===== src/rtl/vp_stream_mux_pkg.sv =====
// Shared types for the vision-pipeline output selector.
// Imported by the selector and its synchroniser.
package vp_stream_mux_pkg;

   typedef enum logic [1:0] {
      ST_RUN     = 2'd0,
      ST_PENDING = 2'd1,
      ST_ALIGN   = 2'd2
   } state_e;

   localparam int SETTLE_W = 4;

   typedef logic [SETTLE_W-1:0] settle_t;

endpackage


===== src/rtl/vp_stream_mux_sync_ff.sv =====
// Multi-flop synchroniser for a slow asynchronous bus.
// Bits are not coherent across the bus during a change.
module vp_stream_mux_sync_ff
   import vp_stream_mux_pkg::*;
#(
   parameter int WIDTH = 1,
   parameter int DEPTH = 2
) (
   input  logic             clk,
   input  logic             rst_n,
   input  logic [WIDTH-1:0] d,
   output logic [WIDTH-1:0] q
);

   logic [DEPTH-1:0][WIDTH-1:0] stage_q;
   logic [DEPTH-1:0][WIDTH-1:0] stage_d;

   // shift the input one stage deeper each cycle
   always_comb begin
      stage_d = {stage_q[DEPTH-2:0], d};
   end

   // synchroniser chain
   always_ff @(posedge clk or negedge rst_n) begin
      if (!rst_n) begin
         stage_q <= '0;
      end else begin
         stage_q <= stage_d;
      end
   end

   assign q = stage_q[DEPTH-1];

endmodule


===== src/rtl/vp_stream_mux.sv =====
// Frame-synchronous registered stream selector.
// Source changes land on vsync edges; new source blanked until settled.
module vp_stream_mux
   import vp_stream_mux_pkg::*;
#(
   parameter int N_CH          = 8,
   parameter int PIX_W         = 24,
   parameter int SEL_W         = $clog2(N_CH),
   parameter int SYNC_STAGES   = 2,
   parameter int SETTLE_FRAMES = 1
) (
   input  logic                  clk,
   input  logic                  rst_n,
   input  logic [SEL_W-1:0]      sw,
   input  logic [N_CH-1:0]       de_in,
   input  logic [N_CH-1:0]       h_sync_in,
   input  logic [N_CH-1:0]       v_sync_in,
   input  logic [N_CH*PIX_W-1:0] pixel_in,
   output logic                  de_out,
   output logic                  h_sync_out,
   output logic                  v_sync_out,
   output logic [PIX_W-1:0]      pixel_out,
   output logic [SEL_W-1:0]      sel_active,
   output logic                  switching
);

   logic [SEL_W-1:0] sw_s;
   logic             sw_valid;
   logic [N_CH-1:0]  v_sync_q, v_sync_d;
   logic [N_CH-1:0]  vs_rise;
   logic             rise_act;
   logic             blank;

   state_e           state_q, state_d;
   logic [SEL_W-1:0] active_q, active_d;
   logic [SEL_W-1:0] target_q, target_d;
   settle_t          settle_q, settle_d;

   logic             de_q, de_d;
   logic             hs_q, hs_d;
   logic             vs_q, vs_d;
   logic [PIX_W-1:0] pix_q, pix_d;

   vp_stream_mux_sync_ff #(
      .WIDTH (SEL_W),
      .DEPTH (SYNC_STAGES)
   ) u_sw_sync (
      .clk   (clk),
      .rst_n (rst_n),
      .d     (sw),
      .q     (sw_s)
   );

   assign sw_valid = {1'b0, sw_s} < (SEL_W+1)'(N_CH);
   assign v_sync_d = v_sync_in;
   assign vs_rise  = v_sync_in & ~v_sync_q;
   assign rise_act = vs_rise[active_q];

   // request / frame-alignment state machine
   always_comb begin
      state_d  = state_q;
      active_d = active_q;
      target_d = target_q;
      settle_d = settle_q;
      unique case (state_q)
         ST_RUN: begin
            if (sw_valid && sw_s != active_q) begin
               target_d = sw_s;
               state_d  = ST_PENDING;
            end
         end
         ST_PENDING: begin
            if (sw_valid) target_d = sw_s;
            if (sw_valid && sw_s == active_q) begin
               state_d = ST_RUN;
            end else if (rise_act) begin
               active_d = target_q;
               settle_d = settle_t'(SETTLE_FRAMES);
               state_d  = ST_ALIGN;
            end
         end
         ST_ALIGN: begin
            if (rise_act) begin
               settle_d = settle_q - settle_t'(1);
               if (settle_q == settle_t'(1)) state_d = ST_RUN;
            end
         end
         default: state_d = ST_RUN;
      endcase
   end

   // channel mux with blanking; the last settle edge already unblanks
   always_comb begin
      blank = (state_q == ST_ALIGN) &&
              !(rise_act && settle_q == settle_t'(1));
      de_d  = de_in[active_q];
      hs_d  = h_sync_in[active_q];
      vs_d  = v_sync_in[active_q];
      pix_d = blank ? '0 : pixel_in[active_q*PIX_W +: PIX_W];
   end

   // state, edge-detect and output registers
   always_ff @(posedge clk or negedge rst_n) begin
      if (!rst_n) begin
         state_q  <= ST_RUN;
         active_q <= '0;
         target_q <= '0;
         settle_q <= '0;
         v_sync_q <= '0;
         de_q     <= 1'b0;
         hs_q     <= 1'b0;
         vs_q     <= 1'b0;
         pix_q    <= '0;
      end else begin
         state_q  <= state_d;
         active_q <= active_d;
         target_q <= target_d;
         settle_q <= settle_d;
         v_sync_q <= v_sync_d;
         de_q     <= de_d;
         hs_q     <= hs_d;
         vs_q     <= vs_d;
         pix_q    <= pix_d;
      end
   end

   assign de_out     = de_q;
   assign h_sync_out = hs_q;
   assign v_sync_out = vs_q;
   assign pixel_out  = pix_q;
   assign sel_active = active_q;
   assign switching  = (state_q != ST_RUN);

endmodule

===== config.mk =====
export PLATFORM = sky130hd
export DESIGN_NAME = vp_stream_mux
export DESIGN_NICKNAME = d
export VERILOG_FILES = /design/src/rtl/vp_stream_mux_pkg.sv /design/src/rtl/vp_stream_mux_sync_ff.sv /design/src/rtl/vp_stream_mux.sv
export SDC_FILE = /design/constraint.sdc
export NUM_CORES = 1
export LEC_CHECK = 0
export BUFFER_PORTS_ARGS = -buffer_cell sky130_fd_sc_hd__buf_2
export CAP_MARGIN = 20
export CORE_MARGIN = 10
export CORE_UTILIZATION = 36
export DETAILED_ROUTE_END_ITERATION = 7
export MAX_ROUTING_LAYER = met4
export PLACE_DENSITY_LB_ADDON = 0.05
export SLEW_MARGIN = 10
export SYNTH_ARGS = -nofsm -noshare
export SYNTH_HDL_FRONTEND = slang
export SYNTH_SLANG_ARGS = --single-unit

===== constraint.sdc =====
create_clock -name clk -period 2.27 [get_ports clk]
set_input_delay 0.1135 -clock clk [delete_from_list [all_inputs] [get_ports clk]]
set_output_delay 0.1135 -clock clk [all_outputs]
set_load 0.1 [all_outputs]

---- Word level (Yosys, flattened, before mapping) ----
Index checks and enable logic that the tools add are counted.
storage, ports and cells
  output and inout bits ................... 31
  logic and storage cells ................. 61
  flip-flop bits (word level) ............. 53
  input bits .............................. 221
operators by class
  reduce and logical (&&, ||, !) cells .... 11
  add/sub/neg operators ................... 1
  bitwise gates (word level) .............. 3
  shift operators ......................... 1
  multiplexer cells ....................... 21
  $mul .................................... 1
  equality and inequality tests ........... 11
  magnitude comparators ................... 1
operator list
  cell                                                count
  variable part select 192 x 9 -> 24 bit              1
  two-way mux 24 bit                                  1
  binary-select mux 1 bit (select 3 bit)              4
  two-way mux 4 bit                                   3
  two-way mux 2 bit                                   5
  != test 2 bit, second input constant                5
  bitwise AND 8 bit                                   1
  inverter 8 bit                                      1
  case mux 4 bit (2 select lines)                     1
  AND reduction 4 bit                                 2
  case mux 2 bit (3 select lines)                     1
  case mux 3 bit (2 select lines)                     1
  nonzero test 2 bit                                  3
  multiplier 3 x 2 -> 5 bit, second input constant    1
  == test 4 x 1 -> 1 bit, second input constant       1
  < comparator 3 x 4 -> 1 bit, second input constant  1
  two-way mux 1 bit                                   4
  subtractor 4 x 1 -> 4 bit, second input constant    1
  == test 3 bit                                       1
  two-way mux 3 bit                                   1
  != test 3 bit                                       1
  != test 3 bit, second input constant                1
  AND reduction 3 bit                                 1
  == test 2 x 1 -> 1 bit, second input constant       1
  6 further kinds                                     7

---- Depth between registers and ports, before layout ----
  word-level depth ........................ 8
  depth in mapped cells ................... 8

---- Hierarchy ----
Synthesis repeated with hierarchy kept, for this count alone.
unflattened totals
  cell total of the unflattened synthesis .. 276
  area total of the unflattened synthesis .. 3601.0 um^2
by module, submodules not included
  module                 cells each  area each (um^2)  times used
  vp_stream_mux          270         3450.8            1
  vp_stream_mux_sync_ff  6           150.1             1

---- Worst setup path before layout ----
OpenSTA, ideal clock, no wires.
  kind .................................... flip-flop to flip-flop
  from .................................... register active_q[0], in the netlist sel_active[0]
  to ...................................... register pix_q[10], in the netlist pixel_out[10]
  clock period less this slack ............ 2.451 ns
  stages on the path, launching flop included .. 7
  arrival time ............................ 2.332 ns
  setup time .............................. 0.119 ns
  setup slack ............................. -0.181 ns
  cells stage by stage .................... dfrtp_1 buf_6 buf_2 buf_2 mux4_2 nand2_1 a21oi_2
between the ends
  word-level cells in the longest chain between the ends .. 6
  elaborated cells between the ends (all ways) .. 8
  those cells by class .................... mul: 1; shift: 1; mux: 3; reduce/logical: 3
ends and longest elaborated chain
  what                                                               line                  RTL
  start: declaration                                                 vp_stream_mux.sv:35   logic [SEL_W-1:0] active_q, active_d;
  start signal: assignment                                           vp_stream_mux.sv:116  active_q <= active_d;
  branches (longest 5 deep; another with multiplier 3 x 2 -> 5 bit)  --
  two-way mux 24 bit *                                               vp_stream_mux.sv:99   pix_d = blank ? '0 : pixel_in[active_q*PIX_W +: PIX_W];
  net pix_d[10]                                                      vp_stream_mux.sv:42   logic [PIX_W-1:0] pix_q, pix_d;
  end signal: assignment                                             vp_stream_mux.sv:123  pix_q <= pix_d;
  end: declaration                                                   vp_stream_mux.sv:42
Mark *: on every way through the listed nets, which the timed path passes. The select of a mux whose other input is x is not followed.
A chain may end at the register's enable or synchronous reset.

---- Worst setup path after layout ----
  from .................................... register active_q[0], in the netlist sel_active[0]
  to ...................................... register state_q[1]
between the ends
  word-level cells in the longest chain between the ends .. 4
  elaborated cells between the ends (all ways) .. 10
  those cells by class .................... eq/ne: 5; mux: 4; reduce/logical: 1
ends and longest elaborated chain
  what                                                             line                  RTL
  binary-select mux 1 bit (select 3 bit)                           vp_stream_mux.sv:57   assign rise_act = vs_rise[active_q];
  two-way mux 1 bit (not written as such)                          vp_stream_mux.sv:57
  != test 3 bit (no source line) or != test 2 bit (tied branches)  --
  AND reduction 4 bit (no source line)                             --
  end signal: assignment                                           vp_stream_mux.sv:115  state_q <= state_d;
  end: declaration                                                 vp_stream_mux.sv:34   state_e state_q, state_d;
Parallel ways exist; a longest one is shown, timed or not. The select of a mux whose other input is x is not followed.

==> flow_metrics.tcl <==
set metrics [dict create \
    outcome "finished clean" \
    rsz0062_at_grt "no" \
    diodes 0 \
    cpMaxStageDelayCell "dfrtp_4" \
    fin_crit_ns 1.99 \
    arrival_ns 2.18 \
    clkSinkCount 53 \
    grt_first_pass_wirelength_um 20500 \
    slew_violations 0 \
    root_buffer "clkbuf_8" \
    pwr-share-comb_pct 71.8 \
    dieArea_mm2 0.0144 \
    maxCapViolCount 0 \
    critPathMaxFanout 12 \
    skew_ns 0.00891 \
    viasPerCell 5.08 \
    hpwl_um 11500 \
    sequentialPowerShare_pct 20.1 \
    synthCells 276 \
    slew_headroom_pct 43.0 \
    holdPathEnd "h_sync_out$_DFF_PN0_" \
    design_area_mm2 0.00521 \
    clk_latency_ns 0.30 \
    synth-async-reset-ratio_pct 100 \
    ys_ff_latch 53 \
    syn_to_final_growth_pct 44.7 \
    antenna_found_initial 0 \
    drc 0 \
    cts_hold_buf 12 \
    synth-main-ff-cell "dfrtp_1" \
    nets 755 \
    ctsResizeCount 0 \
    final_common_cell "buf_2" \
    power.total_uw 7980 \
    path_cells "or3b_1, o2111ai_1, o2111a_4, a41oi_4, buf_4, nand2b_1" \
    setup_viol 0 \
    grt_pass1_vias 3817 \
    dp_slack_ns 0.300 \
    syn_area_mm2 0.00360 \
    internal_power_uw 3590 \
    tightest_slew_ns 0.855 \
    clk_path_buf_depth 2 \
    p_sw_uw 4400 \
    htreeDepth 2 \
    syn_avg_cell_area_um2 13.0 \
    drive_gt1_share_pct 67.2 \
    synth_edf_count 0 \
    hold_viol 0 \
    crit_start "sel_active[0]$_DFFE_PN0P_" \
    ys_warn_count 0 \
    required_ns 2.47 \
    worstHoldStart "h_sync_in[4]" \
    vias 3386 \
    power_density_mw_per_mm2 1530 \
    dpl_cell_area_mm2 0.00498 \
    hp-class "input port to flop" \
    clk_pin_slew_ns 0.10 \
    ant_nets 0 \
    cts_buffers 5 \
    cts_tree "done" \
    gp_congestion 0.881 \
    post_cts_buffers 0 \
    grt_max_degree 41 \
    r2r-start "sel_active[0]$_DFFE_PN0P_" \
    p_leak_uw 0.00251 \
    critPathCaptureType "flop" \
    ir_drop_uv 704 \
    start_util_pct 36.8 \
    crit_type "flop to flop" \
    worstHoldPathCells 4 \
    period_share_pct 87.5 \
    chipWidth_um 120 \
    coreArea_mm2 0.00977 \
    start_kind "flop" \
    fmax_ghz 0.503 \
    first_pass_iters 4 \
    grt_overflow 0 \
    tns_ns 0 \
    synth.distinct_cells 44 \
    gr-usage-all-layers_pct 18.4 \
    routed_wire_length_per_instance_um 20.5 \
    wl_um 13600 \
    synth_fp_nets 499 \
    port_buffers 251 \
    yosysSeqAreaShare_pct 36.8 \
    drtIter0Drc 129 \
    top_level_ports 252 \
    cpPeakStageDelay_ns 0.53 \
    die-height_um 120 \
    rr_worst_depth 6 \
    rr_endpoint "state_q[1]$_DFFE_PN0P_" \
    reg2reg_slack_ns 0.28 \
    p_sw_share_pct 55.1 \
    clock_power_share_pct 8.1 \
    final_cell_mix "251 x buf_2, 59 x nand2_1, 54 x mux4_2" \
    setup_ws_ns 0.283 \
    num_rows 36 \
]
layer usage:
layer | GRT usage, % | share of wire (%) | wire length (um)
met5 | - | 0 | 0
met4 | 3.62 | 0.92 | 125
met3 | 5.53 | 7.7 | 1050
met1 | 20.9 | 39 | 5280
met2 | 31.5 | 53 | 7170
Yosys cell counts (2+ instances only):
| library cell | number | share of area (%) |
|---|---|---|
| nand2_1 | 59 | 6.2 |
| mux4_2 | 54 | 34 |
| dfrtp_1 | 53 | 37 |
| a21oi_2 | 20 | 4.9 |
| buf_2 | 11 | 1.5 |
| clkbuf_1 | 9 | 0.94 |
| inv_1 | 9 | 0.94 |
| a21oi_1 | 5 | 0.69 |
| nand3_1 | 5 | 0.69 |
| nor2_1 | 5 | 0.52 |
| buf_6 | 3 | 0.94 |
| mux2_2 | 3 | 0.94 |
| mux2_4 | 3 | 1.3 |
| xnor2_1 | 3 | 0.73 |
| ha_1 | 2 | 0.69 |
| nand2b_1 | 2 | 0.35 |
| nor2b_1 | 2 | 0.35 |
| or3b_1 | 2 | 0.49 |
worst max-delay path by stage:
stage | slack [ns] | cells past startpoint | endpoint
after detailed placement | 0.30 | 6 | state_q[1]$_DFFE_PN0P_
after global placement | 0.34 | 6 | state_q[1]$_DFFE_PN0P_
after CTS | 0.28 | 6 | state_q[1]$_DFFE_PN0P_
final | 0.28 | 6 | state_q[1]$_DFFE_PN0P_
after global routing | 0.17 | 6 | pixel_out[23]$_DFF_PN0_
after floorplan | 0.1 | 6 | pixel_out[10]$_DFF_PN0_
cells by family after synthesis:
kind of cell | synth area share (%)
buffers and inverters | 4.45
XOR/XNOR | 0.730
AO/OA/AOI/OAI | 10.7
AND/OR/NAND/NOR | 10.6
adder cells (fa/ha/maj) | 0.695
flip-flops | 36.8
multiplexers | 36.0
sequential cells by signal, summed over array words and instances (netlist names), 2 cells and up:
name,flops
pixel_out,24
state_q,2
u_sw_sync.stage_d,3
target_q,3
u_sw_sync.q,3
settle_q,4
v_sync_q,8
sel_active,3
worst max-delay path, delay by kind of cell (launching register included):
family,cells,cell delay (ns)
DFF,1,0.53
and+or+nand+nor,2,0.56
AOI/OAI and AO/OA,3,0.56
buffers and inverters,1,0.22
power groups by stage:
stage	clock [uW]	combinational [uW]	sequential (uW)
after CTS	677	5820	1610
after global placement	0	5780	1630
after floorplan	0	2880	3440
final	648	5730	1600
after detailed placement	0	5800	1630
after global routing	719	6080	1660
final cells by class:
class                      count  area [um^2]
multi-input combinational    190         2110
clock inverter                 2         38.8
fill                         921         4560
tap                          133          166
sequential                    53         1330
timing repair buffer         273         1450
inverter                       9         33.8
clock buffer                   6         72.6
metrics by stage:
step	hold slack [ns]	std cells	util, %
finish	0.224	666	53.3
global route	0.227	666	53.3
global placement	0.222	646	50.9
CTS	0.208	666	53.3
detailed placement	0.223	646	50.9
floorplan	-0.182	276	-
(Power assumes the default switching activity.)
